===== config.mk =====
export PLATFORM = sky130hd
export DESIGN_NAME = xor_cipher_cfg_ctrl_flat
export DESIGN_NICKNAME = d
export VERILOG_FILES = /design/src/rtl/xor_cipher_pkg.sv /design/src/rtl/xor_cipher_cfg_ctrl_if.sv /design/src/rtl/xor_cipher_cfg_ctrl_cfg_serdes.sv /design/src/rtl/xor_cipher_cfg_ctrl.sv /design/src/flat_wrapper.sv
export SDC_FILE = /design/constraint.sdc
export NUM_CORES = 1
export LEC_CHECK = 0
export ABC_AREA = 1
export CORE_ASPECT_RATIO = 1.5
export CORE_UTILIZATION = 44
export DETAILED_ROUTE_END_ITERATION = 10
export PLACE_DENSITY = 0.8
export SLEW_MARGIN = 20
export SYNTH_ARGS = -nofsm -noshare
export SYNTH_HDL_FRONTEND = slang
export SYNTH_SLANG_ARGS = --single-unit

===== constraint.sdc =====
create_clock -name clk -period 5.6 [get_ports clk]
set_input_delay 0.56 -clock clk [delete_from_list [all_inputs] [get_ports clk]]
set_output_delay 0.56 -clock clk [all_outputs]
set_load 0.02 [all_outputs]

===== src/rtl/xor_cipher_pkg.sv =====
// Shared constants and types for the xor_cipher configuration chain and its load sequencer.
package xor_cipher_pkg;

    localparam int CFG_W     = 64;
    localparam int TAPS_W    = 32;
    localparam int STATE_W   = 32;
    localparam int BIT_CNT_W = $clog2(CFG_W);

    localparam logic [TAPS_W-1:0]  TAPS_DEFAULT  = 32'h0000_0060;
    localparam logic [STATE_W-1:0] STATE_DEFAULT = 32'h0000_0055;

    typedef enum logic {
        RUN   = 1'b0,
        SHIFT = 1'b1
    } ctrl_state_t;

endpackage


===== src/rtl/xor_cipher_cfg_ctrl_if.sv =====
// Load-request and readback handshakes between a configuration requester and the sequencer.
interface xor_cipher_cfg_ctrl_if;
    import xor_cipher_pkg::*;

    logic                 load_valid;
    logic                 load_ready;
    logic [TAPS_W-1:0]    load_taps;
    logic [STATE_W-1:0]   load_state;
    logic                 rb_valid;
    logic                 rb_ready;
    logic [CFG_W-1:0]     rb_data;

    modport master (
        output load_valid, load_taps, load_state, rb_ready,
        input  load_ready, rb_valid, rb_data
    );

    modport slave (
        input  load_valid, load_taps, load_state, rb_ready,
        output load_ready, rb_valid, rb_data
    );

endinterface


===== src/rtl/xor_cipher_cfg_ctrl_cfg_serdes.sv =====
// Serialiser for the outgoing config word, deserialiser for the returning one, and the bit counter.
module xor_cipher_cfg_ctrl_cfg_serdes
    import xor_cipher_pkg::*;
(
    input  logic             clk,
    input  logic             rst_n,
    input  logic             load,
    input  logic             shift_en,
    input  logic [CFG_W-1:1] load_word,
    input  logic             ser_in,
    output logic             next_bit,
    output logic [CFG_W-1:0] capture_next,
    output logic             last_bit
);

    // Bit 0 of each word is never stored here: the outgoing one goes straight to the
    // cfg_i register, the incoming one arrives on the final edge via capture_next.
    logic [CFG_W-1:1]     shift_reg;
    logic [CFG_W-1:1]     capture;
    logic [BIT_CNT_W-1:0] bit_cnt;

    assign next_bit     = shift_reg[1];
    assign capture_next = {ser_in, capture};
    assign last_bit     = (bit_cnt == BIT_CNT_W'(CFG_W - 1));

    always_ff @(posedge clk) begin
        if (load) begin
            shift_reg <= load_word;
        end else if (shift_en) begin
            shift_reg <= shift_reg >> 1;
            capture   <= capture_next[CFG_W-1:1];
        end
    end

    always_ff @(posedge clk) begin
        if (!rst_n) begin
            bit_cnt <= '0;
        end else if (load) begin
            bit_cnt <= '0;
        end else if (shift_en) begin
            bit_cnt <= bit_cnt + 1'b1;
        end
    end

endmodule


===== src/rtl/xor_cipher_cfg_ctrl.sv =====
// Loads a {taps, seed} word into xor_cipher over its serial chain, returns the old word,
// and counts free-running keystream cycles between loads.
module xor_cipher_cfg_ctrl
    import xor_cipher_pkg::*;
#(
    parameter int KS_CNT_W = 16
) (
    input  logic                  clk,
    input  logic                  rst_n,
    xor_cipher_cfg_ctrl_if.slave  bus,
    output logic                  cfg_en,
    output logic                  cfg_i,
    input  logic                  cfg_o,
    output logic                  shifting,
    output logic [KS_CNT_W-1:0]   ks_count
);

    ctrl_state_t      state;
    logic             rb_valid;
    logic [CFG_W-1:0] rb_data;
    logic             load_ready;
    logic             accept;
    logic [CFG_W-1:0] load_word;
    logic             next_bit;
    logic [CFG_W-1:0] capture_next;
    logic             last_bit;

    assign load_word  = {bus.load_taps, bus.load_state};
    assign load_ready = (state == RUN) && !rb_valid;
    assign accept     = load_ready && bus.load_valid;

    assign bus.load_ready = load_ready;
    assign bus.rb_valid   = rb_valid;
    assign bus.rb_data    = rb_data;
    assign shifting       = cfg_en;

    xor_cipher_cfg_ctrl_cfg_serdes u_cfg_serdes (
        .clk          (clk),
        .rst_n        (rst_n),
        .load         (accept),
        .shift_en     (state == SHIFT),
        .load_word    (load_word[CFG_W-1:1]),
        .ser_in       (cfg_o),
        .next_bit     (next_bit),
        .capture_next (capture_next),
        .last_bit     (last_bit)
    );

    always_ff @(posedge clk) begin
        if (!rst_n) begin
            state    <= RUN;
            cfg_en   <= 1'b0;
            cfg_i    <= 1'b0;
            rb_valid <= 1'b0;
            rb_data  <= '0;
            ks_count <= '0;
        end else begin
            if (rb_valid && bus.rb_ready) begin
                rb_valid <= 1'b0;
            end
            case (state)
                RUN: begin
                    if (ks_count != {KS_CNT_W{1'b1}}) begin
                        ks_count <= ks_count + 1'b1;
                    end
                    if (accept) begin
                        state  <= SHIFT;
                        cfg_en <= 1'b1;
                        cfg_i  <= load_word[0];
                    end
                end
                SHIFT: begin
                    // rb_valid is known low here: a load is only accepted with no readback pending.
                    if (last_bit) begin
                        state    <= RUN;
                        cfg_en   <= 1'b0;
                        cfg_i    <= 1'b0;
                        rb_data  <= capture_next;
                        rb_valid <= 1'b1;
                        ks_count <= '0;
                    end else begin
                        cfg_i <= next_bit;
                    end
                end
                default: state <= RUN;
            endcase
        end
    end

endmodule


===== src/flat_wrapper.sv =====
// flat-port wrapper written by rule: the top's interface ports become plain ports
module xor_cipher_cfg_ctrl_flat import xor_cipher_pkg::*;
#(
    parameter int KS_CNT_W = 16
)
  (clk, rst_n, cfg_en, cfg_i, cfg_o, shifting, ks_count, bus_load_valid, bus_load_taps, bus_load_state, bus_rb_ready, bus_load_ready, bus_rb_valid, bus_rb_data);
  xor_cipher_cfg_ctrl_if bus_i ();
  input  logic clk;
  input  logic rst_n;
  output logic cfg_en;
  output logic cfg_i;
  input  logic cfg_o;
  output logic shifting;
  output logic [KS_CNT_W-1:0] ks_count;
  input wire logic [$bits(bus_i.load_valid)-1:0] bus_load_valid;
  input wire logic [$bits(bus_i.load_taps)-1:0] bus_load_taps;
  input wire logic [$bits(bus_i.load_state)-1:0] bus_load_state;
  input wire logic [$bits(bus_i.rb_ready)-1:0] bus_rb_ready;
  output wire logic [$bits(bus_i.load_ready)-1:0] bus_load_ready;
  output wire logic [$bits(bus_i.rb_valid)-1:0] bus_rb_valid;
  output wire logic [$bits(bus_i.rb_data)-1:0] bus_rb_data;
  assign bus_i.load_valid = bus_load_valid;
  assign bus_i.load_taps = bus_load_taps;
  assign bus_i.load_state = bus_load_state;
  assign bus_i.rb_ready = bus_rb_ready;
  assign bus_load_ready = bus_i.load_ready;
  assign bus_rb_valid = bus_i.rb_valid;
  assign bus_rb_data = bus_i.rb_data;
  xor_cipher_cfg_ctrl #(.KS_CNT_W(KS_CNT_W)) u_core (.clk(clk), .rst_n(rst_n), .bus(bus_i), .cfg_en(cfg_en), .cfg_i(cfg_i), .cfg_o(cfg_o), .shifting(shifting), .ks_count(ks_count));
endmodule

======== Word-level counts from Yosys, hierarchy flattened ========
Index checks and enable logic that the tools add are counted.
cells by class
  add/sub/neg operators ................... 2
  equal/unequal tests ..................... 5
  multiplexer cells ....................... 17
  bitwise operators ....................... 3
  reductions and logical operators ........ 10
operators with widths
  kind                                                                     number
  63-bit 2-to-1 mux                                                        2
  16-bit 2-to-1 mux                                                        2
  16-bit one-hot mux with 2 select lines                                   1
  16-bit by 1-bit adder with 16-bit output, second input constant          1
  16-bit inequality test, second input constant                            1
  1-bit 2-to-1 mux                                                         9
  2-bit AND reduction                                                      4
  6-bit by 1-bit adder with 6-bit output, second input constant            1
  6-bit == test, second input constant                                     1
  1-bit one-hot mux with 2 select lines                                    3
  2-bit inequality test, second input constant                             2
  1-bit logical AND                                                        3
  1-bit NOT                                                                3
  2-bit by 1-bit inequality test with 1-bit output, second input constant  1
  2-bit nonzero test                                                       1
  2-bit OR reduction                                                       1
  1-bit logical NOT                                                        1
storage, ports and cells
  register bits after elaboration ......... 216
  input port bits ......................... 69
  output and inout port bits .............. 85
  word-level logic and storage cells ...... 46

======== Logic depth before layout (Yosys ltp) ========
  depth in word-level cells ............... 5
  gate-level depth with buffers ........... 9
  depth with buffers taken out ............ 8

======== By module ========
A second synthesis with hierarchy kept.
unflattened totals
  cell total of the unflattened synthesis .. 835
  area, all modules ....................... 8,205.4 µm²
by module, submodules not included
  module                          instances  cells each  area an instance (µm²)
  xor_cipher_cfg_ctrl_cfg_serdes  1          370         4,862.2
  xor_cipher_cfg_ctrl             1          465         3,343.2

======== Worst setup path after synthesis ========
Ideal clock, no wire load.
  path kind ............................... register -> register
  from .................................... register u_core.state
  to ...................................... register u_core.u_cfg_serdes.shift_reg[10] in the netlist's numbering (enable)
  arrival ................................. 2.511 ns
  required time ........................... 5.177 ns
  setup slack ............................. 2.665 ns
  cell stages (with the launch flop) ...... 7
  path buffers ............................ 3
  clock period less this slack ............ 2.935 ns
  cells stage by stage .................... dfxtp_1 clkbuf_8 nor2_2 nand2_1 buf_4 buf_6 nand2_1
on the way
  word-level cells in the longest chain between the ends .. 4
ends and longest elaborated chain
  element                       RTL line                              RTL
  from (decl)                   xor_cipher_cfg_ctrl.sv:18             ctrl_state_t state;
  from (signal assigned)        xor_cipher_cfg_ctrl.sv:51             state <= RUN;
  from (signal assigned)        xor_cipher_cfg_ctrl.sv:67             state <= SHIFT;
  from (signal assigned)        xor_cipher_cfg_ctrl.sv:75             state <= RUN;
  1-bit NOT                     xor_cipher_cfg_ctrl.sv:29             assign load_ready = (state == RUN) && !rb_valid;
  1-bit logical AND             xor_cipher_cfg_ctrl.sv:29
  net bus_load_ready            flat_wrapper.sv:19                    output wire logic [$bits(bus_i.load_ready)-1:0] bus_load_ready;
  1-bit logical AND             xor_cipher_cfg_ctrl.sv:30             assign accept = load_ready && bus.load_valid;
  2-bit nonzero test (no line)  -
  to (signal assigned)          xor_cipher_cfg_ctrl_cfg_serdes.sv:28  shift_reg <= load_word;
  to (signal assigned)          xor_cipher_cfg_ctrl_cfg_serdes.sv:30  shift_reg <= shift_reg >> 1;
  to (decl)                     xor_cipher_cfg_ctrl_cfg_serdes.sv:18  logic [CFG_W-1:1] shift_reg;
The timed path passes the listed nets, and every way through them passes these cells.
A chain may end at the register's enable or synchronous reset.

======== Worst setup path after layout ========
  from .................................... register u_core.state
  to ...................................... register u_core.u_cfg_serdes.shift_reg[48] in the netlist's numbering (enable)
on the way
  word-level cells in the longest chain between the ends .. 4
ends and longest elaborated chain
  element                         RTL line
  1-bit NOT                       xor_cipher_cfg_ctrl.sv:29
  1-bit logical AND               xor_cipher_cfg_ctrl.sv:29
  1-bit logical AND               xor_cipher_cfg_ctrl.sv:30
  2-bit nonzero test (no line) *  -
Every way passes the cells marked *; elsewhere a longest branch is shown, timed or not.

==> impl_metrics.py <==
metrics = {
    "critical_path": {
        "cp.depth": 3,
        "cpPeakStageDelay_ns": 0.92,
        "critical_path.top_delay_family": "buffers and inverters",
        "cp_slowest_cell": "dfxtp_4",
        "required_ns": 5.72,
        "rr_startpoint": "u_core.state",
        "r2r_end": "u_core.u_cfg_serdes.shift_reg[48]",
        "crit_chain": "inv_1, nand2_2, buf_4",
        "r2r_cells": 3,
        "cp_num_buf_inv": 2,
        "crit_start": "u_core.state",
        "cp-start-kind": "flip-flop",
        "path_max_fanout": 72,
        "arrival_ns": 2.94,
        "crit_end": "u_core.u_cfg_serdes.shift_reg[48]",
        "rrSetupSlack_ns": 2.78,
        "crit_type": "flip-flop to flip-flop",
        "worstSetupEndpointType": "flip-flop",
    },
    "route": {
        "post-route-drc-count": 0,
        "num_vias": 5340,
        "via_per_inst": 5.03,
        "first_pass_iters": 4,
        "ant_nets": 0,
        "avgRoutedWirePerCell_microns": 15.0,
        "wirelength_microns": 15900,
        "drt_iter0_markers": 344,
    },
    "sta": {
        "setup-violations-final": 0,
        "rsz0062_at_grt": "false",
        "max_freq_mhz": 354,
        "timing.final.crit_share_pct": 50.4,
        "clock_skew_ns": 0.0106,
        "slew_headroom_pct": 35.8,
        "holdWs_ns": 0.441,
        "finalSetupTns_ns": 0,
        "worst_slew_pin_slew_ns": 0.962,
        "period_needed_ns": 2.82,
        "hold_viol": 0,
        "drv_slew": 0,
    },
    "worst_hold_path": {
        "hold_class": "flip-flop to flip-flop",
        "hold_depth": 0,
    },
    "cts": {
        "cts_tree": "built",
        "cts_buffers": 21,
        "insertion_delay_ns": 0.49,
        "h-tree-depth": 1,
        "cts_sinks": 216,
        "clockRootBuffer": "clkbuf_16",
        "cts_resized": 0,
        "clockBufferDepth": 3,
        "ctsHoldBuffers": 0,
        "clk_pin_slew_ns": 0.06,
        "cts_setup_buffers": 0,
    },
    "grt": {
        "grt_max_degree": 83,
        "grtUsageTotal_pct": 16.5,
        "grt_pass1_wl_microns": 25300,
        "antenna_found_initial": 0,
        "grt_overflow": 0,
        "grt_pass1_vias": 5098,
    },
    "synthesis": {
        "synth_nets": 755,
        "netlist_area_sq_um": 8150,
        "yosys_warnings": 0,
        "yosysTopAreaCellShare_pct": 46.4,
        "ys_types": 29,
        "yosysSeqAreaShare_pct": 68.5,
        "ys_ff_latch": 216,
        "yosys-top-cells-area": "edfxtp_1, dfxtp_1, mux2_2, nor2_1, o21ai_0",
        "synth_flop_cell": "edfxtp_1",
        "synth_edf_count": 126,
        "yosys-top-cells-count": "nor2_1, edfxtp_1, dfxtp_1",
        "synth_area_per_cell_sq_um": 11.9,
        "syn_inst": 684,
        "yosys.area.top_type": "edfxtp_1",
        "synthArstFlopShare_pct": 0,
        "yosysMostFrequentCell": "nor2_1",
    },
    "place": {
        "io_buffers": 153,
        "postPlaceCellArea_sq_um": 9790,
        "dpl.hpwl_microns": 10500,
        "gp_congestion": 0.839,
    },
    "die": {
        "die_h_microns": 169,
        "start_util_pct": 45.2,
        "die_w_microns": 113,
        "dieArea_sq_um": 19100,
        "rows": 60,
        "ioPinCount": 154,
        "core_sq_um": 18000,
    },
    "layout": {
        "drive_gt1_share_pct": 13.3,
        "diodes": 0,
        "area_growth_pct": 28.8,
        "largest_reg_flops": 64,
        "num-fill-cells": 1499,
        "design_area_sq_um": 10500,
        "fin_nets": 900,
    },
    "pwr": {
        "power.total_mw": 3.49,
        "leakagePower_nw": 3.60,
        "max-vdd-ir-drop_v": 0.000256,
        "pwr_density_cell_nw_per_um2": 333,
    },
    "status": {
        "status": "finished clean",
    },
    "job": {
        "max_cap_violations": 0,
    },
}
==> metal layers <==
| layer | wire (microns) | up-vias | track usage [%] |
|---|---|---|---|
| li1 | - | 2655 | - |
| met1 | 6500 | 2527 | 19.6 |
| met2 | 8430 | 144 | 30.6 |
| met3 | 792 | 14 | 3.22 |
| met4 | 189 | 0 | 3.66 |
| met5 | 0 | - | 0 |
==> logic make-up (layout without fill, tap and decap cells) <==
logic type | count (synthesis) | after routing | share of synthesized area, %
DFF | 216 | 216 | 68.5
adders and majority gates | 2 | 2 | 0.307
muxes | 62 | 62 | 8.57
xor gates and xnor gates | 7 | 7 | 0.752
and+or+nand+nor | 246 | 246 | 12.3
buffers and inverters | 55 | 215 | 3.42
AOI/OAI and AO/OA | 96 | 96 | 6.14
==> area by class of cell <==
type / instances / area [sq um] / share of cell area (%)
Sequential cell: 216 / 5590 / 53.2
Multi-Input combinational cell: 413 / 2290 / 21.8
Timing Repair Buffer: 157 / 1560 / 14.8
Clock buffer: 31 / 624 / 5.95
Tap cell: 217 / 272 / 2.59
Clock inverter: 7 / 90.1 / 0.858
Inverter: 20 / 76.3 / 0.727
==> worst reg2reg max path, cell delays in order (launching register included) <==
cell	delay (ns)
dfxtp_4	0.92
inv_1	0.43
nand2_2	0.54
buf_4	0.55
==> through the flow <==
stage               instances  setup slack, ns  utilization [%]
CTS                      1061             2.70             58.3
global route             1061             2.51             58.3
detailed placement       1023             2.70             54.3
global placement         1023             2.78             54.3
floorplan                 684             2.67                -
finish                   1061             2.78             58.3
==> where the power goes <==
group          internal, mW  total (mW)  switching [mW]
combinational         0.117       0.207          0.0904
sequential             1.81        1.86          0.0525
clock                 0.868        1.43           0.560
total                  2.79        3.49           0.703
==> how the worst min path moves through the flow <==
stage | end | from
floorplan | u_core.u_cfg_serdes.capture[10] | u_core.u_cfg_serdes.capture[11]
global placement | u_core.u_cfg_serdes.capture[44] | u_core.u_cfg_serdes.capture[45]
detailed placement | u_core.u_cfg_serdes.capture[44] | u_core.u_cfg_serdes.capture[45]
CTS | u_core.u_cfg_serdes.capture[44] | u_core.u_cfg_serdes.capture[45]
finish | u_core.u_cfg_serdes.capture[44] | u_core.u_cfg_serdes.capture[45]
global route | u_core.u_cfg_serdes.capture[35] | u_core.u_cfg_serdes.capture[36]
==> cell usage in the layout, fill, tap and decap left out, types with 18 or more instances in the layout <==
| cell type | instances |
|---|---|
| nand3_1 | 27 |
| edfxtp_1 | 126 |
| a21oi_1 | 22 |
| clkdlybuf4s50_1 | 152 |
| clkbuf_16 | 22 |
| inv_1 | 18 |
| nor2_1 | 151 |
| dfxtp_1 | 89 |
| mux2_2 | 62 |
| o21ai_0 | 69 |
| nand2_1 | 47 |
Power figures use the tool's default switching activity.
==> patch 1 (config.mk and constraints unchanged) <==
`KS_CNT_W` is set to 16 in 2 places; all go to 20.
--- a/src/rtl/xor_cipher_cfg_ctrl.sv
+++ b/src/rtl/xor_cipher_cfg_ctrl.sv
@@ -3,7 +3,7 @@
 module xor_cipher_cfg_ctrl
     import xor_cipher_pkg::*;
 #(
-    parameter int KS_CNT_W = 16
+    parameter int KS_CNT_W = 20
 ) (
     input  logic                  clk,
     input  logic                  rst_n,
--- a/src/flat_wrapper.sv
+++ b/src/flat_wrapper.sv
@@ -1,7 +1,7 @@
 // flat-port wrapper written by rule: the top's interface ports become plain ports
 module xor_cipher_cfg_ctrl_flat import xor_cipher_pkg::*;
 #(
-    parameter int KS_CNT_W = 16
+    parameter int KS_CNT_W = 20
 )
   (clk, rst_n, cfg_en, cfg_i, cfg_o, shifting, ks_count, bus_load_valid, bus_load_taps, bus_load_state, bus_rb_ready, bus_load_ready, bus_rb_valid, bus_rb_data);
   xor_cipher_cfg_ctrl_if bus_i ();
Interface: changed (resized ks_count); port bits go from 154 to 158. No check against the original RTL was run, so the function may have changed too.
==> patch 1 against the unedited design <==
- combinational power rose by 9%
- critical path type unchanged
- worst setup slack got worse by 190 ps
- sequential cell count grew 4
- design area rose by 2.8%
- area after synthesis increased by 2.9%
- total power increased by 0.71%
- wire length increased by 12%
==> patch 1: results (changes against the unedited design) <==
By area the synthesized netlist is led by sky130_fd_sc_hd__edfxtp_1 45%, sky130_fd_sc_hd__dfxtp_1 22%, sky130_fd_sc_hd__mux2_2 8.3%. The via count of the first global-routing pass is 5627 (+10%). The most critical setup path has its startpoint at u_core.u_cfg_serdes.bit_cnt[1]. The synthesized net count is 797 (+5.6%). The wire length per cell came out at 15.6 um (+4.2%).

The number of buffers other than clock buffers in the final layout is 162 (+3.2%). In this run the critical register-to-register path is captured at u_core.bus.rb_data[19]. The arrival time of the worst setup path came out at 3390 ps (+450 ps). The worst IR drop on VDD came to 0.000259 V (+1.2%). The count of distinct cell types in the synthesized netlist was 31 (+6.9%).

The static power due to leakage is 3.69 nW (+2.3%). The number of I/O port buffers came out at 157 (+2.6%). The detailed placement HPWL is 11300 um (+8.0%). The slew at the pin closest to its max-slew limit is 933 ps (-29.9 ps).

The wire length of the first global-routing pass came out at 27900 um (+10%). The worst setup slack for register-to-register paths was 2590 ps (-190 ps). The count of filler cells inserted in the layout is 1538 (+2.6%). The biggest fanout along the worst timing path came to 87 (+21%).

The DRC marker count from the first detailed-route iteration was 424 (+23%). On the critical path, the stage with the largest delay is an instance of sky130_fd_sc_hd__clkinv_2. The timing-limited maximum frequency is 332 MHz (-6.2%). The clock buffer count in the final layout was 24 (-23%). The proportion of layout cells with a drive suffix above 1 came to 13.4% (+0.13 points). The final RePlAce weighted congestion is 0.832 (-0.85%). The setup slack after placement came to 2540 ps (-157 ps).

The pin count of the biggest net entering global routing came out at 88 (+6.0%). The number of signal-net inverters in the final layout came to 19 (-5.0%). The overall routing resource usage came to 18.1% (+1.6 points). The area of combinational cells with multiple inputs is 2460 um^2 (+7.1%). The net count of the finished layout came out at 945 (+5.0%).

The run finished with clean final reports. The number of multi-input combinational cells came out at 450 (+9.0%). The worst-case reg-to-reg path depth came out at 8 (+5). The worst clock skew is 22.0 ps (+11.5 ps).
[patch 1: cell types whose count changed after synthesis, moves of 4 or more]
cell	change
sky130_fd_sc_hd__nand2_1	+24
sky130_fd_sc_hd__buf_2	+5
sky130_fd_sc_hd__a21oi_1	+4
sky130_fd_sc_hd__o21ai_1	+7
sky130_fd_sc_hd__o21ai_0	-7
sky130_fd_sc_hd__nand3_1	+4
sky130_fd_sc_hd__dfxtp_1	+4
sky130_fd_sc_hd__buf_4	-4
[patch 1: power by group]
group | internal, W | switching, W
Combinational | 0.000118 | 0.000108
Clock | 0.000830 | 0.000594
Sequential | 0.00183 | 0.0000356
[patch 1: routing by layer]
| layer | wire length [um] | global-route usage (%) | up-vias | part of all wire [%] |
|---|---|---|---|---|
| met4 | 608 | 8.24 | 0 | 3.4 |
| met3 | 884 | 3.29 | 42 | 5.0 |
| met1 | 7110 | 21.4 | 2701 | 40 |
| met5 | 0 | 0 | - | 0 |
| met2 | 9200 | 31.7 | 155 | 52 |
| li1 | - | - | 2793 | - |
[patch 1: metrics by stage]
step | area, um^2 | hold slack (ps) | util [%] | power, W | cells
5_1_grt | 10800 | 453 | 58.0 | 0.00364 | 1140
3_3_place_gp | 10100 | 425 | 54.3 | 0.00212 | 1103
2_1_floorplan | 8390 | 421 | - | 0.00204 | 726
4_1_cts | 10800 | 446 | 58.0 | 0.00355 | 1140
3_5_place_dp | 10100 | 431 | 54.3 | 0.00213 | 1103
6_report | 10800 | 445 | 58.0 | 0.00352 | 1140
[patch 1: worst min-delay path by stage]
| stage | from | end | cells after the start |
|---|---|---|---|
| 2_1_floorplan | u_core.u_cfg_serdes.capture[11] | u_core.u_cfg_serdes.capture[10] | 0 |
| 3_3_place_gp | u_core.u_cfg_serdes.capture[17] | u_core.u_cfg_serdes.capture[16] | 0 |
| 3_5_place_dp | u_core.u_cfg_serdes.capture[16] | u_core.u_cfg_serdes.capture[15] | 0 |
| 4_1_cts | u_core.u_cfg_serdes.capture[22] | u_core.u_cfg_serdes.capture[21] | 0 |
| 5_1_grt | u_core.u_cfg_serdes.capture[24] | u_core.u_cfg_serdes.capture[23] | 0 |
| 6_report | u_core.u_cfg_serdes.capture[22] | u_core.u_cfg_serdes.capture[21] | 0 |
[patch 1: cell families after synthesis]
| kind of cell | after synthesis | synth area share (%) |
|---|---|---|
| and+or+nand+nor | 281 | 13.9 |
| DFF | 220 | 67.6 |
| AOI/OAI and AO/OA | 98 | 5.94 |
| muxes | 62 | 8.32 |
| buffers and inverters | 56 | 3.22 |
| xor gates and xnor gates | 7 | 0.731 |
| adders and majority gates | 2 | 0.298 |
==> patch 2 (same flow settings) <==
Without the edit above. Register the input `cfg_o` before use, without a reset. The logic sees it one clock later. The other inputs are not delayed to match.
--- a/src/rtl/xor_cipher_cfg_ctrl.sv
+++ b/src/rtl/xor_cipher_cfg_ctrl.sv
@@ -14,6 +14,12 @@
     output logic                  shifting,
     output logic [KS_CNT_W-1:0]   ks_count
 );
+
+    logic cfg_o_q;
+
+    always_ff @(posedge clk) begin
+        cfg_o_q <= cfg_o;
+    end
 
     ctrl_state_t      state;
     logic             rb_valid;
@@ -40,7 +46,7 @@
         .load         (accept),
         .shift_en     (state == SHIFT),
         .load_word    (load_word[CFG_W-1:1]),
-        .ser_in       (cfg_o),
+        .ser_in       (cfg_o_q),
         .next_bit     (next_bit),
         .capture_next (capture_next),
         .last_bit     (last_bit)
Function: no difference found for any inputs over 10 cycles, from zero or initial values and one cycle with rst_n low; that may be too few to reach the edited logic, so the function may still have changed.
==> patch 2 against the unedited design <==
- count of clock-buffer cells in the layout fell by 2
- register-to-register slack improved by 300 ps
- worst hold slack barely moved
- largest cell class unchanged
- worst setup slack improved by 76 ps
- via count rose by 1.6%
- largest power group unchanged
- sequential cell count rose by 1
- design area rose by 0.36%
- wire length rose by 0.74%
- area after synthesis rose by 0.25%
- clock power fell by 3%
- non-clock buffer count rose by 1
- total power fell by 0.80%
==> patch 2: results (changes against the unedited design) <==
The run finished with clean final reports. The routed length on met2 came to 8330 um (-1.2%). The instance count of the mapped netlist came out at 685 (+0.15%). The maximum clock insertion buffer count was 3 (unchanged). The synthesized-area fraction occupied by adder cells was 0.306% (-0.00075 points). The delay of the slowest critical-path stage came to 640 ps (-280 ps).

The worst clock skew came to 8.69 ps (-1.87 ps). The final critical-path share of the clock period came out at 49.1% (-1.4 points). The detailed placement HPWL was 10200 um (-2.6%).

The worst setup path endpoint is bus_load_ready. The via density per instance is 4.96 (-1.4%). The met1 demand-to-capacity share in global routing came out at 20.1% (+0.45 points). The arrival time of the worst setup path is 2190 ps (-750 ps). In the post-synthesis netlist, the biggest area contributors are sky130_fd_sc_hd__edfxtp_1 46%, sky130_fd_sc_hd__dfxtp_1 22%, sky130_fd_sc_hd__mux2_2 8.5%. The worst register-to-register path ends at u_core.u_cfg_serdes.shift_reg[16]. By count the netlist is led by 151 x sky130_fd_sc_hd__nor2_1, 126 x sky130_fd_sc_hd__edfxtp_1, 91 x sky130_fd_sc_hd__dfxtp_1. The met3 routing resource usage after global routing was 3.08% (-0.14 points). The global-route met2 utilization is 29.1% (-1.4 points). Among all stages on the critical path, the largest delay is contributed by sky130_fd_sc_hd__buf_4. The wire length per cell came out at 14.6 um (-2.3%). The post-placement cell count came out at 1056 (+3.2%).

The static power due to leakage came out at 3.61 nW (+0.18%). The met3 wirelength from detailed routing came out at 805 um (+1.6%). The post-synthesis share of cell area spent on xor and xnor gates came out at 0.750% (-0.0018 points). The DRC marker count from the first detailed-route iteration was 442 (+28%).

The setup slack after placement was 3020 ps (+318 ps). The via count of the first global-routing pass came out at 5075 (-0.45%). The proportion of layout cells with a drive suffix above 1 is 13.6% (+0.32 points). The sequential area share after synthesis came out at 68.6% (+0.077 points). The final RePlAce weighted congestion was 0.806 (-3.9%). The quantity of gates resized following cts came out at 0 (unchanged).

The startpoint of the worst hold path is u_core.u_cfg_serdes.capture[59]. The relative max-transition margin is 42.3% (+6.4 points). The biggest fanout along the worst timing path is 71 (-1.4%). The net count of the finished layout came out at 902 (+0.22%). The worst-case reg-to-reg path depth is 5 (+2).

The worst IR drop on VDD came out at 0.000216 V (-16%). The overall routing resource usage is 16.5% (-0.033 points). The complex-gate fraction of the synthesized area was 6.13% (-0.015 points).
## patch 2: where the power goes
part,internal (W),switching (W),total [W]
Clock,0.000812,0.000581,0.00139
Combinational,0.000118,0.000105,0.000223
Sequential,0.00181,0.0000366,0.00185
## patch 2: per-stage QoR
stage / area, um^2 / util (%) / hold WS, ps
finish: 10500 / 58.3 / 441
global route: 10500 / 58.3 / 456
CTS: 10500 / 58.3 / 446
detailed placement: 9850 / 54.4 / 426
global placement: 9850 / 54.4 / 426
floorplan: 8170 / - / 403
## patch 2: kinds of logic after synthesis
group,after synthesis
muxes,62
DFF,217
adders and majority gates,2
xor gates and xnor gates,7
and+or+nand+nor,246
buffers and inverters,55
AOI/OAI and AO/OA,96
## patch 2: cell type report
class	count	area [um^2]	area share (%)
clock buffers	29	607	5.76
clock inverters	9	81.3	0.772
inverters	20	76.3	0.724
multi-input cells	413	2290	21.8
flip-flops and latches	217	5610	53.2
well taps	248	310	2.94
repair buffers	158	1560	14.8
